`src/rtl/ram_access_ctrl.sv`:
```
// ram_access_ctrl: sequences valid/ready read/write requests onto a single-port RAM.
// Define RAM_ACCESS_CTRL_INIT_EN to zero-fill the RAM after reset before accepting requests.
module ram_access_ctrl #(
  parameter int WIDTH = 8,
  parameter int DEPTH = 16,
  parameter int ADDR = $clog2(DEPTH)
) (
  input  logic             clk,
  input  logic             rst,
  input  logic             req_valid_i,
  output logic             req_ready_o,
  input  logic             req_write_i,
  input  logic [ADDR-1:0]  req_addr_i,
  input  logic [WIDTH-1:0] req_wdata_i,
  output logic             rsp_valid_o,
  input  logic             rsp_ready_i,
  output logic [WIDTH-1:0] rsp_rdata_o,
  output logic             ram_enable_o,
  output logic             ram_read_en_o,
  output logic [ADDR-1:0]  ram_address_o,
  output logic [WIDTH-1:0] ram_data_in_o,
  input  logic [WIDTH-1:0] ram_data_out_i,
  output logic             busy_o
);
`ifdef RAM_ACCESS_CTRL_INIT_EN
  typedef enum logic [2:0] {INIT, IDLE, WRITE, READ, CAPTURE, RESP} state_t;
  localparam state_t RST_STATE = INIT;
`else
  typedef enum logic [2:0] {IDLE, WRITE, READ, CAPTURE, RESP} state_t;
  localparam state_t RST_STATE = IDLE;
`endif
  localparam logic RST_BUSY = (RST_STATE != IDLE);
  state_t           state_q;
  logic             en_q, rd_q, oob_q, ready_q, busy_q, rsp_valid_q;
  logic [ADDR-1:0]  addr_q;
  logic [WIDTH-1:0] din_q, rdata_q;
  logic             in_range;
  assign in_range = 32'(req_addr_i) < DEPTH;
  always_ff @(posedge clk) begin
    if (rst) begin
      state_q     <= RST_STATE;
      en_q        <= 1'b0;
      rd_q        <= 1'b1;
      oob_q       <= 1'b0;
      ready_q     <= !RST_BUSY;
      busy_q      <= RST_BUSY;
      rsp_valid_q <= 1'b0;
      addr_q      <= '0;
      din_q       <= '0;
      rdata_q     <= '0;
    end else begin
      case (state_q)
`ifdef RAM_ACCESS_CTRL_INIT_EN
        // en_q low marks the first INIT cycle; the fill starts on the next edge
        INIT: begin
          if (!en_q) begin
            en_q   <= 1'b1;
            rd_q   <= 1'b0;
            addr_q <= '0;
            din_q  <= '0;
          end else if (addr_q == ADDR'(DEPTH - 1)) begin
            state_q <= IDLE;
            en_q    <= 1'b0;
            rd_q    <= 1'b1;
            ready_q <= 1'b1;
            busy_q  <= 1'b0;
          end else begin
            addr_q <= addr_q + 1'b1;
          end
        end
`endif
        IDLE: if (req_valid_i && ready_q) begin
          state_q <= req_write_i ? WRITE : READ;
          en_q    <= in_range;
          rd_q    <= !req_write_i;
          oob_q   <= !in_range;
          addr_q  <= req_addr_i;
          din_q   <= req_write_i ? req_wdata_i : din_q;
          ready_q <= 1'b0;
          busy_q  <= 1'b1;
        end
        WRITE: begin
          state_q <= IDLE;
          en_q    <= 1'b0;
          rd_q    <= 1'b1;
          ready_q <= 1'b1;
          busy_q  <= 1'b0;
        end
        READ: begin
          state_q <= CAPTURE;
          en_q    <= 1'b0;
        end
        CAPTURE: begin
          state_q     <= RESP;
          rsp_valid_q <= 1'b1;
          rdata_q     <= oob_q ? '0 : ram_data_out_i;
        end
        RESP: if (rsp_ready_i) begin
          state_q     <= IDLE;
          rsp_valid_q <= 1'b0;
          ready_q     <= 1'b1;
          busy_q      <= 1'b0;
        end
        default: state_q <= RST_STATE;
      endcase
    end
  end
  assign ram_enable_o  = en_q & !rst;
  assign ram_read_en_o = rd_q;
  assign ram_address_o = addr_q;
  assign ram_data_in_o = din_q;
  assign req_ready_o   = ready_q;
  assign busy_o        = busy_q;
  assign rsp_valid_o   = rsp_valid_q;
  assign rsp_rdata_o   = rdata_q;
endmodule

```
`config.mk`:
```
export PLATFORM = sky130hd
export DESIGN_NAME = ram_access_ctrl
export DESIGN_NICKNAME = d
export VERILOG_FILES = /design/src/rtl/ram_access_ctrl.sv
export SDC_FILE = /design/constraint.sdc
export NUM_CORES = 1
export LEC_CHECK = 0
export ABC_AREA = 0
export BUFFER_PORTS_ARGS = -buffer_cell sky130_fd_sc_hd__buf_2
export CORE_UTILIZATION = 46
export DETAILED_ROUTE_END_ITERATION = 16
export GPL_ROUTABILITY_DRIVEN = 0
export MAX_ROUTING_LAYER = met4
export PLACE_DENSITY = 0.78
export SYNTH_ARGS = -nofsm -noshare
export SYNTH_HDL_FRONTEND = slang
export SYNTH_SLANG_ARGS = --single-unit
```
`constraint.sdc`:
```
create_clock -name clk -period 1.4 [get_ports clk]
set_input_delay 0.14 -clock clk [delete_from_list [all_inputs] [get_ports clk]]
set_output_delay 0.14 -clock clk [all_outputs]
set_load 0.01 [all_outputs]
```
-- After elaboration in Yosys (flattened, before gate mapping)
Index checks and enable logic that the tools add are counted.
- magnitude comparators: 0
- bitwise logic cells: 1
- multipliers: 0
- eq/ne operators: 6
- reduce and logical (&&, ||, !) cells: 16
- multiplexer cells: 14
- $add $sub $neg: 0
- divide/modulo/power cells: 0
- shift-type cells: 0
- operator list (kind ; count):
    $pmux 3 s4 ; 1
    $reduce_and 2->1 ; 5
    $eq 3x2->1 const B ; 2
    $mux 3 ; 2
    $pmux 1 s2 ; 3
    $pmux 1 s3 ; 2
    $reduce_and 3->1 ; 2
    $reduce_bool 2->1 ; 3
    $mux 1 ; 5
    $ne 2x2->1 const B ; 2
    $eq 3x1->1 const B ; 1
    $eq 3x3->1 const B ; 1
    $logic_not 3->1 ; 1
    $reduce_bool 3->1 ; 1
    $logic_not 1->1 ; 2
    $mux 2 ; 1
    $reduce_or 2->1 ; 1
    $and 1x1->1 ; 1
    $logic_and 1x1->1 ; 1
- register bits: 28
- RAM bits: 0
- memories: 0
- bits in read-only memories: 0
- latch bits: 0
- bits of input ports: 25

-- Logic depth before layout (Yosys ltp)
- depth after elaboration: 4
- gate-level depth with buffers: 5

-- Worst setup path after synthesis
OpenSTA, ideal clock, no wires.
- kind: reg-to-reg
- from: register state_q[1]
- to: register din_q[0] (netlist: ram_data_in_o[0])
- cell stages (with the launch flop): 6
- slack: 0.097 ns
- path buffers: 2
- setup time: 0.072 ns
- clock period less this slack: 1.303 ns
- arrival time: 1.232 ns
- cell sequence: dfxtp_1 > buf_6 > and4bb_4 > and3_4 > buf_12 > mux2i_1
- word-level cells in the longest chain between the ends: 2
- RTL lines (what ; RTL line ; RTL):
    from (decl) ; 33 ; state_t state_q;
    from (signal assigned) ; 73 ; state_q <= req_write_i ? WRITE : READ;
    $logic_not 3->1 ; 52 ; case (state_q)
    $reduce_and 3->1 (no line) ; -- ;
    to (signal assigned) ; 78 ; din_q <= req_write_i ? req_wdata_i : din_q;
    to (decl) ; 36 ; logic [WIDTH-1:0] din_q, rdata_q;
No other way between the ends.
A chain may end at the register's enable or synchronous reset.

-- Final worst setup path
- from: register ready_q (netlist: req_ready_o)
- to: register din_q[3] (netlist: ram_data_in_o[3])
- word-level cells in the longest chain between the ends: 2
- RTL lines (what ; RTL line ; RTL):
    from (decl) ; 34 ; logic en_q, rd_q, oob_q, ready_q, busy_q, rsp_valid_q;
    from (signal assigned) ; 45 ; ready_q <= !RST_BUSY;
    $logic_and 1x1->1 ; 72 ; IDLE: if (req_valid_i && ready_q) begin
    $reduce_and 3->1 (no line) ; -- ;
No other way between the ends.

==> impl_metrics.yaml <==
outcome:
  outcome: "finished clean"
cells_and_area:
  final_area_um2: 1450
  num_antenna_cells: 0
  drive_gt1_frac: 0.371
  final_common_cell: "buf_2"
  nets: 196
  layout_common_cells: "49 x buf_2, 28 x dfxtp_1, 20 x nand2_1"
  areaGrowthSynthToFinish_pct: 25.6
setup_path:
  r2r_cells: 3
  r2r_slack_ns: 0.08
  reg2reg_to: "ram_data_in_o[3]"
  start_kind: "flip-flop"
  crit_path_max_fanout: 9
  endpoint_kind: "flip-flop"
  worst_ep_required_time_ns: 1.67
  critical_path_class: "reg -> reg"
  cp_data_arrival_time_ns: 1.59
  rr_startpoint: "req_ready_o"
place:
  place.port_buffers: 49
  pre_cts_ws_ns: 0.123
  placed_cell_area_um2: 1400
  post-dp-hpwl_mm: 1.71
sta:
  skew_ns: 0.00112
  hold_viol_final: 0
  drv_slew: 0
  fin_crit_sh: 0.945
  setup_viol: 0
  timing.slew.headroom: 0.769
  hold-worst-slack_ns: 0.0274
  period_needed_ns: 1.32
  worst_pin_slew_ns: 0.346
  rsz0062_at_grt: "no"
  timing.setup.tns_ns: 0
  timing.fmax_ghz: 0.756
  layout_setup_ws_ns: 0.0776
global_routing:
  grt_usage: 0.193
  grt_overflow_total: 0
  grt_max_degree: 25
  grt_pass1_vias: 921
  antenna_found_initial: 0
  grt_pass1_wl_mm: 3.82
floorplanning:
  dieArea_um2: 2720
  fp.coreArea_um2: 2300
  die_x_um: 52.2
  pin_count: 50
  die_y_um: 52.2
  start_util: 0.504
  placementRows: 17
clock_network:
  cts.path.max_buffers: 2
  cts_tree: "yes"
  hold_buffers: 0
  clk_latency_ns: 0.33
  cts_resized: 0
  cts-root-buf: "clkbuf_4"
  h-tree-depth: 1
  path_clk_slew_ns: 0.15
  cts_buffers: 3
  postCtsSetupRepairBufs: 0
  clock_sinks: 28
drt:
  drcViolationCount: 0
  vias: 1003
  dr.pass1.iters: 4
  drtAntennaViolNets: 0
  finalWirelength_mm: 2.37
  drt_iter0_drc: 8
  via_per_inst: 5.07
  routedWlPerCell_um: 12.0
synth:
  netlist-cell-type-count: 30
  syn_nets: 148
  synth-seq-cells: 28
  synth.avg_cell_area_um2: 9.41
  syn_inst: 123
  ys_seq_area_frac: 0.484
  synth_area_um2: 1160
  ys_warn_count: 0
min_path:
  hold_path_startpoint: "ram_data_out_i[3]"
  hold_class: "in -> reg"
  whs_endpoint: "rsp_rdata_o[3]"
  hold_depth: 3
pwr:
  power.density_nw_per_um2: 1160
  power.leakage_nw: 0.731
  worst_ir_drop_vdd_uv: 735
run:
  cap_viol_max_count: 0
==> final cells by class <==
class	instances	area (um^2)
Timing Repair Buffer	53	275
Inverter	2	7.51
Multi-Input combinational cell	83	523
Clock inverter	1	30.0
Sequential cell	28	561
Tap cell	28	35.0
Fill cell	202	843
Clock buffer	3	22.5
==> worst max-delay path: stages (launching register included) <==
cell	delay, ns
dfxtp_1	0.43
and4bb_4	0.31
and3_4	0.30
mux2i_1	0.22
==> routing by layer <==
metal  global-route usage  part of all wire
met5                    -                 0
met1                0.230              0.45
met4               0.0658             0.013
met3               0.0409             0.070
met2                0.323              0.47
==> state kept, by name, indices dropped and copies added, names as in the netlist <==
| signal | flops |
|---|---|
| ram_data_in_o | 8 |
| rsp_rdata_o | 8 |
| ram_address_o | 4 |
| state_q | 3 |
| busy_o | 1 |
| en_q | 1 |
| ram_read_en_o | 1 |
| req_ready_o | 1 |
| rsp_valid_o | 1 |
==> worst max-delay path by stage <==
stage | from | to | slack (ns)
3_3_place_gp | req_ready_o | ram_data_in_o[2] | 0.18
4_1_cts | req_ready_o | ram_data_in_o[3] | 0.07
5_1_grt | req_ready_o | ram_data_in_o[1] | 0.01
2_1_floorplan | state_q[1] | ram_data_in_o[0] | 0.1
6_report | req_ready_o | ram_data_in_o[3] | 0.08
3_5_place_dp | req_ready_o | ram_data_in_o[1] | 0.12
==> Yosys cell counts <==
| library cell | count | share of area |
|---|---|---|
| dfxtp_1 | 28 | 0.48 |
| and4bb_4 | 1 | 0.014 |
| o21bai_1 | 1 | 0.0065 |
| inv_2 | 1 | 0.0032 |
| a31o_2 | 3 | 0.023 |
| nand3b_1 | 3 | 0.019 |
| nor4_1 | 1 | 0.0054 |
| a31oi_1 | 2 | 0.011 |
| mux2i_1 | 16 | 0.14 |
| and2_0 | 1 | 0.0054 |
| inv_1 | 1 | 0.0032 |
| a21oi_1 | 7 | 0.030 |
| nand2b_1 | 3 | 0.016 |
| buf_6 | 1 | 0.0097 |
| a32o_1 | 1 | 0.0086 |
| nor2b_1 | 2 | 0.011 |
| nor3b_1 | 1 | 0.0065 |
| buf_2 | 3 | 0.013 |
| nor3_1 | 2 | 0.0086 |
| o21a_1 | 1 | 0.0065 |
| a22oi_1 | 1 | 0.0065 |
| nand2_1 | 20 | 0.065 |
| nand4_1 | 1 | 0.0054 |
| buf_12 | 1 | 0.017 |
| and3_4 | 1 | 0.0097 |
| nor2_1 | 12 | 0.039 |
| clkbuf_1 | 4 | 0.013 |
| a22o_1 | 1 | 0.0076 |
| o21ai_0 | 2 | 0.0086 |
| clkbuf_2 | 1 | 0.0043 |
==> power breakdown <==
| part | total [W] | switching [W] | internal (W) | leakage [nW] |
|---|---|---|---|---|
| sequential | 0.000875 | 0.0000273 | 0.000848 | 0.228 |
| combinational | 0.000275 | 0.000140 | 0.000135 | 0.475 |
| clock | 0.000530 | 0.000240 | 0.000290 | 0.0279 |
| total | 0.00168 | 0.000408 | 0.00127 | 0.731 |
==> metrics by stage <==
| stage | utilization | std cells | power, W |
|---|---|---|---|
| after floorplan | - | 123 | 0.00108 |
| after global placement | 0.610 | 194 | 0.00116 |
| after detailed placement | 0.610 | 194 | 0.00117 |
| after CTS | 0.633 | 198 | 0.00169 |
| after global routing | 0.633 | 198 | 0.00176 |
| final | 0.633 | 198 | 0.00168 |
==> cell families after synthesis <==
kind of cell / after synthesis / share of synthesized area
multiplexers: 16 / 0.138
AO/OA/AOI/OAI: 19 / 0.108
buffers and inverters: 12 / 0.0638
flip-flops: 28 / 0.484
AND/OR/NAND/NOR: 48 / 0.205
(Power assumes the default switching activity.)
